--- src/rtl/sound_pkg.sv ---
// Shared sound definitions: note codes, pitch table, half-period helper,
// melody ROM contents and the melody player FSM states.
package sound_pkg;

    typedef enum logic [3:0] {
        NOTE_REST = 4'd0,
        NOTE_C4   = 4'd1,
        NOTE_CS4  = 4'd2,
        NOTE_D4   = 4'd3,
        NOTE_DS4  = 4'd4,
        NOTE_E4   = 4'd5,
        NOTE_F4   = 4'd6,
        NOTE_FS4  = 4'd7,
        NOTE_G4   = 4'd8,
        NOTE_GS4  = 4'd9,
        NOTE_A4   = 4'd10,
        NOTE_AS4  = 4'd11,
        NOTE_B4   = 4'd12,
        NOTE_C5   = 4'd13,
        NOTE_D5   = 4'd14,
        NOTE_E5   = 4'd15
    } note_t;

    typedef struct packed {
        note_t      note;
        logic [1:0] dur;
    } rom_entry_t;

    typedef enum logic [2:0] {IDLE, LOAD, PLAY, GAP, DONE} mel_state_t;

    localparam int NUM_MEL = 4;
    localparam int ROM_LEN = 16;

    // Pitch in Hz per note code; index 0 is the rest.
    localparam int unsigned NOTE_HZ [16] = '{
        0, 262, 277, 294, 311, 330, 349, 370,
        392, 415, 440, 466, 494, 523, 587, 659
    };

    // clk_hz is always a parameter, so every branch folds to a constant and
    // the result is a small constant mux rather than a divider.
    function automatic logic [16:0] half_period(input int unsigned clk_hz,
                                                input logic [3:0]  code);
        logic [16:0] h;
        h = '0;
        for (int i = 1; i < 16; i++) begin
            if (code == 4'(i)) h = 17'(clk_hz / (2 * NOTE_HZ[i]));
        end
        return h;
    endfunction

    // Each melody is stored twice over so any MEL_LEN up to 16 reads valid notes.
    localparam rom_entry_t MEL_ROM [NUM_MEL][ROM_LEN] = '{
        '{'{NOTE_FS4, 2'd0}, '{NOTE_FS4, 2'd0}, '{NOTE_CS4, 2'd0}, '{NOTE_D4,  2'd0},
          '{NOTE_GS4, 2'd0}, '{NOTE_GS4, 2'd0}, '{NOTE_E4,  2'd0}, '{NOTE_FS4, 2'd0},
          '{NOTE_FS4, 2'd0}, '{NOTE_FS4, 2'd0}, '{NOTE_CS4, 2'd0}, '{NOTE_D4,  2'd0},
          '{NOTE_GS4, 2'd0}, '{NOTE_GS4, 2'd0}, '{NOTE_E4,  2'd0}, '{NOTE_FS4, 2'd0}},
        '{'{NOTE_C4,  2'd0}, '{NOTE_D4,  2'd1}, '{NOTE_E4,  2'd0}, '{NOTE_G4,  2'd2},
          '{NOTE_A4,  2'd0}, '{NOTE_B4,  2'd1}, '{NOTE_C5,  2'd0}, '{NOTE_E5,  2'd0},
          '{NOTE_C4,  2'd0}, '{NOTE_D4,  2'd1}, '{NOTE_E4,  2'd0}, '{NOTE_G4,  2'd2},
          '{NOTE_A4,  2'd0}, '{NOTE_B4,  2'd1}, '{NOTE_C5,  2'd0}, '{NOTE_E5,  2'd0}},
        '{'{NOTE_A4,  2'd0}, '{NOTE_REST, 2'd3}, '{NOTE_B4, 2'd0}, '{NOTE_D5,  2'd1},
          '{NOTE_F4,  2'd0}, '{NOTE_DS4, 2'd0}, '{NOTE_CS4, 2'd1}, '{NOTE_C4,  2'd0},
          '{NOTE_A4,  2'd0}, '{NOTE_REST, 2'd3}, '{NOTE_B4, 2'd0}, '{NOTE_D5,  2'd1},
          '{NOTE_F4,  2'd0}, '{NOTE_DS4, 2'd0}, '{NOTE_CS4, 2'd1}, '{NOTE_C4,  2'd0}},
        '{'{NOTE_A4,  2'd0}, '{NOTE_AS4, 2'd0}, '{NOTE_C5,  2'd0}, '{NOTE_E5,  2'd0},
          '{NOTE_REST, 2'd0}, '{NOTE_D5, 2'd0}, '{NOTE_B4,  2'd0}, '{NOTE_A4,  2'd1},
          '{NOTE_A4,  2'd0}, '{NOTE_AS4, 2'd0}, '{NOTE_C5,  2'd0}, '{NOTE_E5,  2'd0},
          '{NOTE_REST, 2'd0}, '{NOTE_D5, 2'd0}, '{NOTE_B4,  2'd0}, '{NOTE_A4,  2'd1}}
    };

endpackage

--- src/rtl/melody_player_if.sv ---
// Control/status bundle between the game controller (master) and the
// melody player (slave), including the audio pin.
interface melody_player_if;
    logic [1:0] melSel;
    logic       melStart;
    logic       melStop;
    logic       toneOut;
    logic [3:0] noteCode;
    logic       busy;
    logic       done;

    modport master (
        output melSel, melStart, melStop,
        input  toneOut, noteCode, busy, done
    );

    modport slave (
        input  melSel, melStart, melStop,
        output toneOut, noteCode, busy, done
    );
endinterface

--- src/rtl/tone_divider.sv ---
// Square-wave generator: toggles wave every half clocks while enabled;
// clear forces the counter and the wave low on the next edge.
module tone_divider (
    input  logic        clk,
    input  logic        resetN,
    input  logic        en,
    input  logic        clear,
    input  logic [16:0] half,
    output logic        wave
);

    logic [16:0] div_cnt;

    always_ff @(posedge clk or negedge resetN) begin
        if (!resetN) begin
            div_cnt <= '0;
            wave    <= 1'b0;
        end else if (clear) begin
            div_cnt <= '0;
            wave    <= 1'b0;
        end else if (en && (half != 17'd0)) begin
            if (div_cnt == half - 17'd1) begin
                div_cnt <= '0;
                wave    <= ~wave;
            end else begin
                div_cnt <= div_cnt + 17'd1;
            end
        end
    end

endmodule

--- src/rtl/melody_player.sv ---
// Plays one of four ROM melodies as a square wave on toneOut.
// Define MELODY_LOOP_EN to make melody 3 repeat until stopped or restarted.
module melody_player
    import sound_pkg::*;
#(
    parameter int unsigned CLK_HZ  = 31_500_000,
    parameter int unsigned NOTE_MS = 125,
    parameter int unsigned GAP_MS  = 10,
    parameter int unsigned MEL_LEN = 8
) (
    input  logic              clk,
    input  logic              resetN,
    melody_player_if.slave    bus
);

    localparam int unsigned TICK_DIV = CLK_HZ / 1000;
    localparam int          PRE_W    = (TICK_DIV > 1) ? $clog2(TICK_DIV) : 1;

    mel_state_t       state;
    logic [1:0]       sel;
    logic [3:0]       idx;
    logic [PRE_W-1:0] pre;
    logic [9:0]       ms_cnt;
    logic [16:0]      half;
    rom_entry_t       entry;
    logic             tick;
    logic             last_ms;
    logic             last_note;
    logic             wrap;
    logic             keep_play;

    assign entry     = MEL_ROM[sel][idx];
    assign tick      = (pre == PRE_W'(TICK_DIV - 1));
    assign last_ms   = tick && (ms_cnt == 10'd1);
    assign last_note = (idx == 4'(MEL_LEN - 1));

`ifdef MELODY_LOOP_EN
    assign wrap = (sel == 2'd3);
`else
    assign wrap = 1'b0;
`endif

    // The divider runs only on PLAY cycles that stay in PLAY, so whatever
    // state follows already sees toneOut low on its first cycle.
    assign keep_play = (state == PLAY) && !bus.melStop && !bus.melStart && !last_ms;

    tone_divider u_div (
        .clk    (clk),
        .resetN (resetN),
        .en     (keep_play),
        .clear  (!keep_play),
        .half   (half),
        .wave   (bus.toneOut)
    );

    always_ff @(posedge clk or negedge resetN) begin
        if (!resetN) begin
            state        <= IDLE;
            sel          <= '0;
            idx          <= '0;
            pre          <= '0;
            ms_cnt       <= '0;
            half         <= '0;
            bus.noteCode <= '0;
            bus.busy     <= 1'b0;
            bus.done     <= 1'b0;
        end else begin
            bus.done <= 1'b0;
            pre      <= tick ? '0 : pre + 1'b1;

            if (bus.melStop) begin
                state        <= IDLE;
                idx          <= '0;
                bus.noteCode <= '0;
                bus.busy     <= 1'b0;
            end else if (bus.melStart) begin
                sel          <= bus.melSel;
                idx          <= '0;
                state        <= LOAD;
                bus.noteCode <= '0;
                bus.busy     <= 1'b1;
            end else begin
                case (state)
                    IDLE: ;
                    LOAD: begin
                        half         <= half_period(CLK_HZ, entry.note);
                        ms_cnt       <= 10'((int'(entry.dur) + 1) * NOTE_MS);
                        pre          <= '0;
                        bus.noteCode <= entry.note;
                        state        <= PLAY;
                    end
                    PLAY: begin
                        if (tick) ms_cnt <= ms_cnt - 10'd1;
                        if (last_ms) begin
                            ms_cnt       <= 10'(GAP_MS);
                            pre          <= '0;
                            bus.noteCode <= '0;
                            state        <= GAP;
                        end
                    end
                    GAP: begin
                        if (tick) ms_cnt <= ms_cnt - 10'd1;
                        if (last_ms) begin
                            if (!last_note) begin
                                idx   <= idx + 4'd1;
                                state <= LOAD;
                            end else if (wrap) begin
                                idx   <= '0;
                                state <= LOAD;
                            end else begin
                                bus.done <= 1'b1;
                                state    <= DONE;
                            end
                        end
                    end
                    DONE: begin
                        bus.busy <= 1'b0;
                        state    <= IDLE;
                    end
                    default: begin
                        bus.busy <= 1'b0;
                        state    <= IDLE;
                    end
                endcase
            end
        end
    end

endmodule

--- src/flat_wrapper.sv ---
// flat-port wrapper written by rule: the top's interface ports become plain ports
module melody_player_flat import sound_pkg::*;
#(
    parameter int unsigned CLK_HZ  = 31_500_000,
    parameter int unsigned NOTE_MS = 125,
    parameter int unsigned GAP_MS  = 10,
    parameter int unsigned MEL_LEN = 8
)
  (clk, resetN, bus_melSel, bus_melStart, bus_melStop, bus_toneOut, bus_noteCode, bus_busy, bus_done);
  melody_player_if bus_i ();
  input  logic clk;
  input  logic resetN;
  input wire logic [$bits(bus_i.melSel)-1:0] bus_melSel;
  input wire logic [$bits(bus_i.melStart)-1:0] bus_melStart;
  input wire logic [$bits(bus_i.melStop)-1:0] bus_melStop;
  output wire logic [$bits(bus_i.toneOut)-1:0] bus_toneOut;
  output wire logic [$bits(bus_i.noteCode)-1:0] bus_noteCode;
  output wire logic [$bits(bus_i.busy)-1:0] bus_busy;
  output wire logic [$bits(bus_i.done)-1:0] bus_done;
  assign bus_i.melSel = bus_melSel;
  assign bus_i.melStart = bus_melStart;
  assign bus_i.melStop = bus_melStop;
  assign bus_toneOut = bus_i.toneOut;
  assign bus_noteCode = bus_i.noteCode;
  assign bus_busy = bus_i.busy;
  assign bus_done = bus_i.done;
  melody_player #(.CLK_HZ(CLK_HZ), .NOTE_MS(NOTE_MS), .GAP_MS(GAP_MS), .MEL_LEN(MEL_LEN)) u_core (.clk(clk), .resetN(resetN), .bus(bus_i));
endmodule
--- config.mk ---
export PLATFORM = sky130hd
export DESIGN_NAME = melody_player_flat
export DESIGN_NICKNAME = d
export VERILOG_FILES = /design/src/rtl/sound_pkg.sv /design/src/rtl/melody_player_if.sv /design/src/rtl/tone_divider.sv /design/src/rtl/melody_player.sv /design/src/flat_wrapper.sv
export SDC_FILE = /design/constraint.sdc
export NUM_CORES = 1
export LEC_CHECK = 0
export BUFFER_PORTS_ARGS = -buffer_cell sky130_fd_sc_hd__buf_2
export CORE_MARGIN = 1
export CORE_UTILIZATION = 41
export DETAILED_ROUTE_END_ITERATION = 8
export PLACE_DENSITY_LB_ADDON = 0.08
export SETUP_SLACK_MARGIN = 0.5
export SYNTH_ARGS = -nofsm -noshare
export SYNTH_HDL_FRONTEND = slang
export SYNTH_SLANG_ARGS = --single-unit
--- constraint.sdc ---
create_clock -name clk -period 8.8 [get_ports clk]
set_input_delay 1.76 -clock clk [delete_from_list [all_inputs] [get_ports clk]]
set_output_delay 1.76 -clock clk [all_outputs]
set_load 0.1 [all_outputs]
==> out/results.tsv <==
metric	value	unit
core_area	12700	sq um
dp.final_hpwl	9.02	mm
ys.flop_type	dfrtp_1	
nNetsFinal	623	
critPathMaxFanout	23	
grt_max_degree	75	
vdd.ir_drop.worst	0.0967	mV
crit_type	flop to flop	
ios	13	
crit_path_frequent_cell	fa_1	
root_buffer	clkbuf_16	
insertion_delay	0.35	ns
synth_cell_type_count	75	
wl_per_cell	16.5	um
skew	0.0104	ns
ys_top_cells_by_count	dfrtp_1, nor2_1, nand2_1, o21ai_0, xnor2_1	
track_usage	20.5	%
min_period	3.93	ns
cts_made_buffers	9	
synth.most_common_cell	dfrtp_1	
clock_sinks	74	
tightestPinTransition	0.983	ns
gp_congestion	0.824	
wl	12.7	mm
vias	4346	
antenna_found_initial	0	
ys_seq_elements	74	
diodes	0	
cts_buffer_depth	2	
holdPathStages	1	
arrival	4.15	ns
synth_top_area_share	34.7	%
async_flop_share	100	%
drv_cap	0	
synth_area_leader_cell	dfrtp_1	
place_ws	4.63	ns
grt_first_pass_wirelength	21.3	mm
yosysSeqAreaShare	34.7	%
die_width	116	um
num_rows	41	
drt_iter0_markers	227	
cts_hold_buf	0	
cp.depth	9	
chipHeight	116	um
critical_path.startpoint_type	flop	
port-buffer-count	12	
fin_crit_sh	44.6	%
post_cts_buffers	0	
mappedNetlistArea	5340	sq um
dieArea	13500	sq um
ys.warnings.count	0	
cts_max_level	3	
drv_slew	0	
netlist_instances	598	
dpl_cell_area	5520	sq um
status	complete, no violations	
syn_nets	629	
crit_required	9.03	ns
max_stage_delay	0.83	ns
total_power	1.14	mW
setup_slack	4.87	ns
end_kind	flop	
min_path_type	flop to flop	
setup_violations	0	
grt_overflow	0	
crit_chain	mux2_2 -> a22o_1 -> a32oi_1 -> inv_1 -> ha_1 -> and3_1 -> fa_1 -> fa_1 -> a221o_1	
final_core_util	46.0	%
postCtsResizedCells	0	
critical_path.n_buffers_inverters	1	
routed_via_density	5.67	
rsz0062_at_grt	no	
cts_tree	done	
cellLeakagePower	2.35	nW
synthToLayoutAreaGrowth	8.99	%
hold_viol	0	
synth-edff-count	0	
crit_family	adder cells	
clkSlewWorstSetupHoldPaths	0.06	ns
start_util	42.2	%
worst-r2r-cell-count	9	
cpMaxStageDelayCell	dfrtp_1	
max_slew_margin	34.4	%
syn_avg_cell_area	8.94	sq um
stdcell_area	5820	sq um
tns	0	ns
grt_pass1_vias	4156	
ant_nets	0	
drtPass1Iterations	5	
fmax	255	MHz
drc	0	
ys_top_cells_by_area	dfrtp_1, ha_1, xnor2_1	
p_per_area	195	nW/um^2
drive_above_1_share	11.3	%
[logic make-up after synthesis]
logic type | synth area share, %
adders and majority gates | 6.27
AOI/OAI and AO/OA | 18.6
and+or+nand+nor | 25.2
DFF | 34.7
buffers and inverters | 4.00
muxes | 2.83
xor gates and xnor gates | 8.36
[path summary, 6_finish.rpt]
path                                      startpoint                                    to  slack [ns]
max                        u_core.idx[1]$_DFFE_PN0P_          u_core.ms_cnt[5]$_DFFE_PN0P_        4.87
min                          u_core.pre[0]$_DFF_PN0_               u_core.pre[0]$_DFF_PN0_        0.49
max reg2reg                u_core.idx[1]$_DFFE_PN0P_          u_core.ms_cnt[5]$_DFFE_PN0P_        4.87
min reg2reg                  u_core.pre[0]$_DFF_PN0_               u_core.pre[0]$_DFF_PN0_        0.49
max in group asynchronous                     resetN           u_core.half[14]$_DFFE_PN0P_        6.58
min in group asynchronous                     resetN  u_core.u_div.div_cnt[14]$_DFFE_PN0P_        1.56
[power breakdown]
part	total, mW	internal, mW	switching (mW)	leakage, nW
Clock	0.396	0.252	0.143	0.151
Combinational	0.284	0.121	0.163	1.22
Sequential	0.458	0.383	0.0752	0.975
[state kept, by name, summed over array words and instances, names as in the netlist]
name                  count
u_core.bus.done           1
u_core.half              16
u_core.bus.busy           1
u_core.idx                4
u_core.u_div.div_cnt     17
u_core.pre               15
u_core.bus.noteCode       4
u_core.sel                2
u_core.u_div.wave         1
u_core.state              3
u_core.ms_cnt            10
[cell type report]
cell class,count,area (sq um)
multi-input combinational,471,3280
tap,172,215
inverter,19,71.3
fill,1263,6850
sequential,74,1850
timing repair buffer,17,100
clock buffer,11,243
clock inverter,3,65.1
[layout by cell type, fill, tap and decap left out, types with 4 or more instances in the layout]
cell type	instances
o21ai_0	37
a32oi_1	5
or3_1	4
a31oi_1	6
o31ai_1	6
inv_1	19
dfrtp_1	74
o41ai_1	6
clkbuf_16	9
nor3_1	25
xnor2_1	31
mux2_2	7
or2_2	4
and2_1	6
a21o_1	5
nand2_1	48
buf_4	6
a221oi_1	4
nor2b_1	5
nand4_1	12
a21boi_0	5
nor2_1	51
a21oi_1	27
nand3_1	22
o21a_1	4
nand3b_1	6
a211oi_1	4
buf_2	11
nor4_1	4
o211ai_1	5
xor2_1	20
ha_1	22
nand2b_1	8
and3_1	14
mux2i_1	5
[layer usage]
layer	up-vias	GRT usage (%)	wire length (um)
li1	2155	-	-
met1	2117	28.3	6160
met2	60	32.3	6020
met3	14	3.27	305
met4	0	7.95	207
met5	-	0	0
[stage by stage]
| step | hold WS [ns] | instances |
|---|---|---|
| finish | 0.491 | 767 |
| global route | 0.519 | 767 |
| CTS | 0.503 | 767 |
| detailed placement | 0.490 | 753 |
| global placement | 0.472 | 753 |
| floorplan | 0.448 | 598 |
Power figures use the tool's default switching activity.
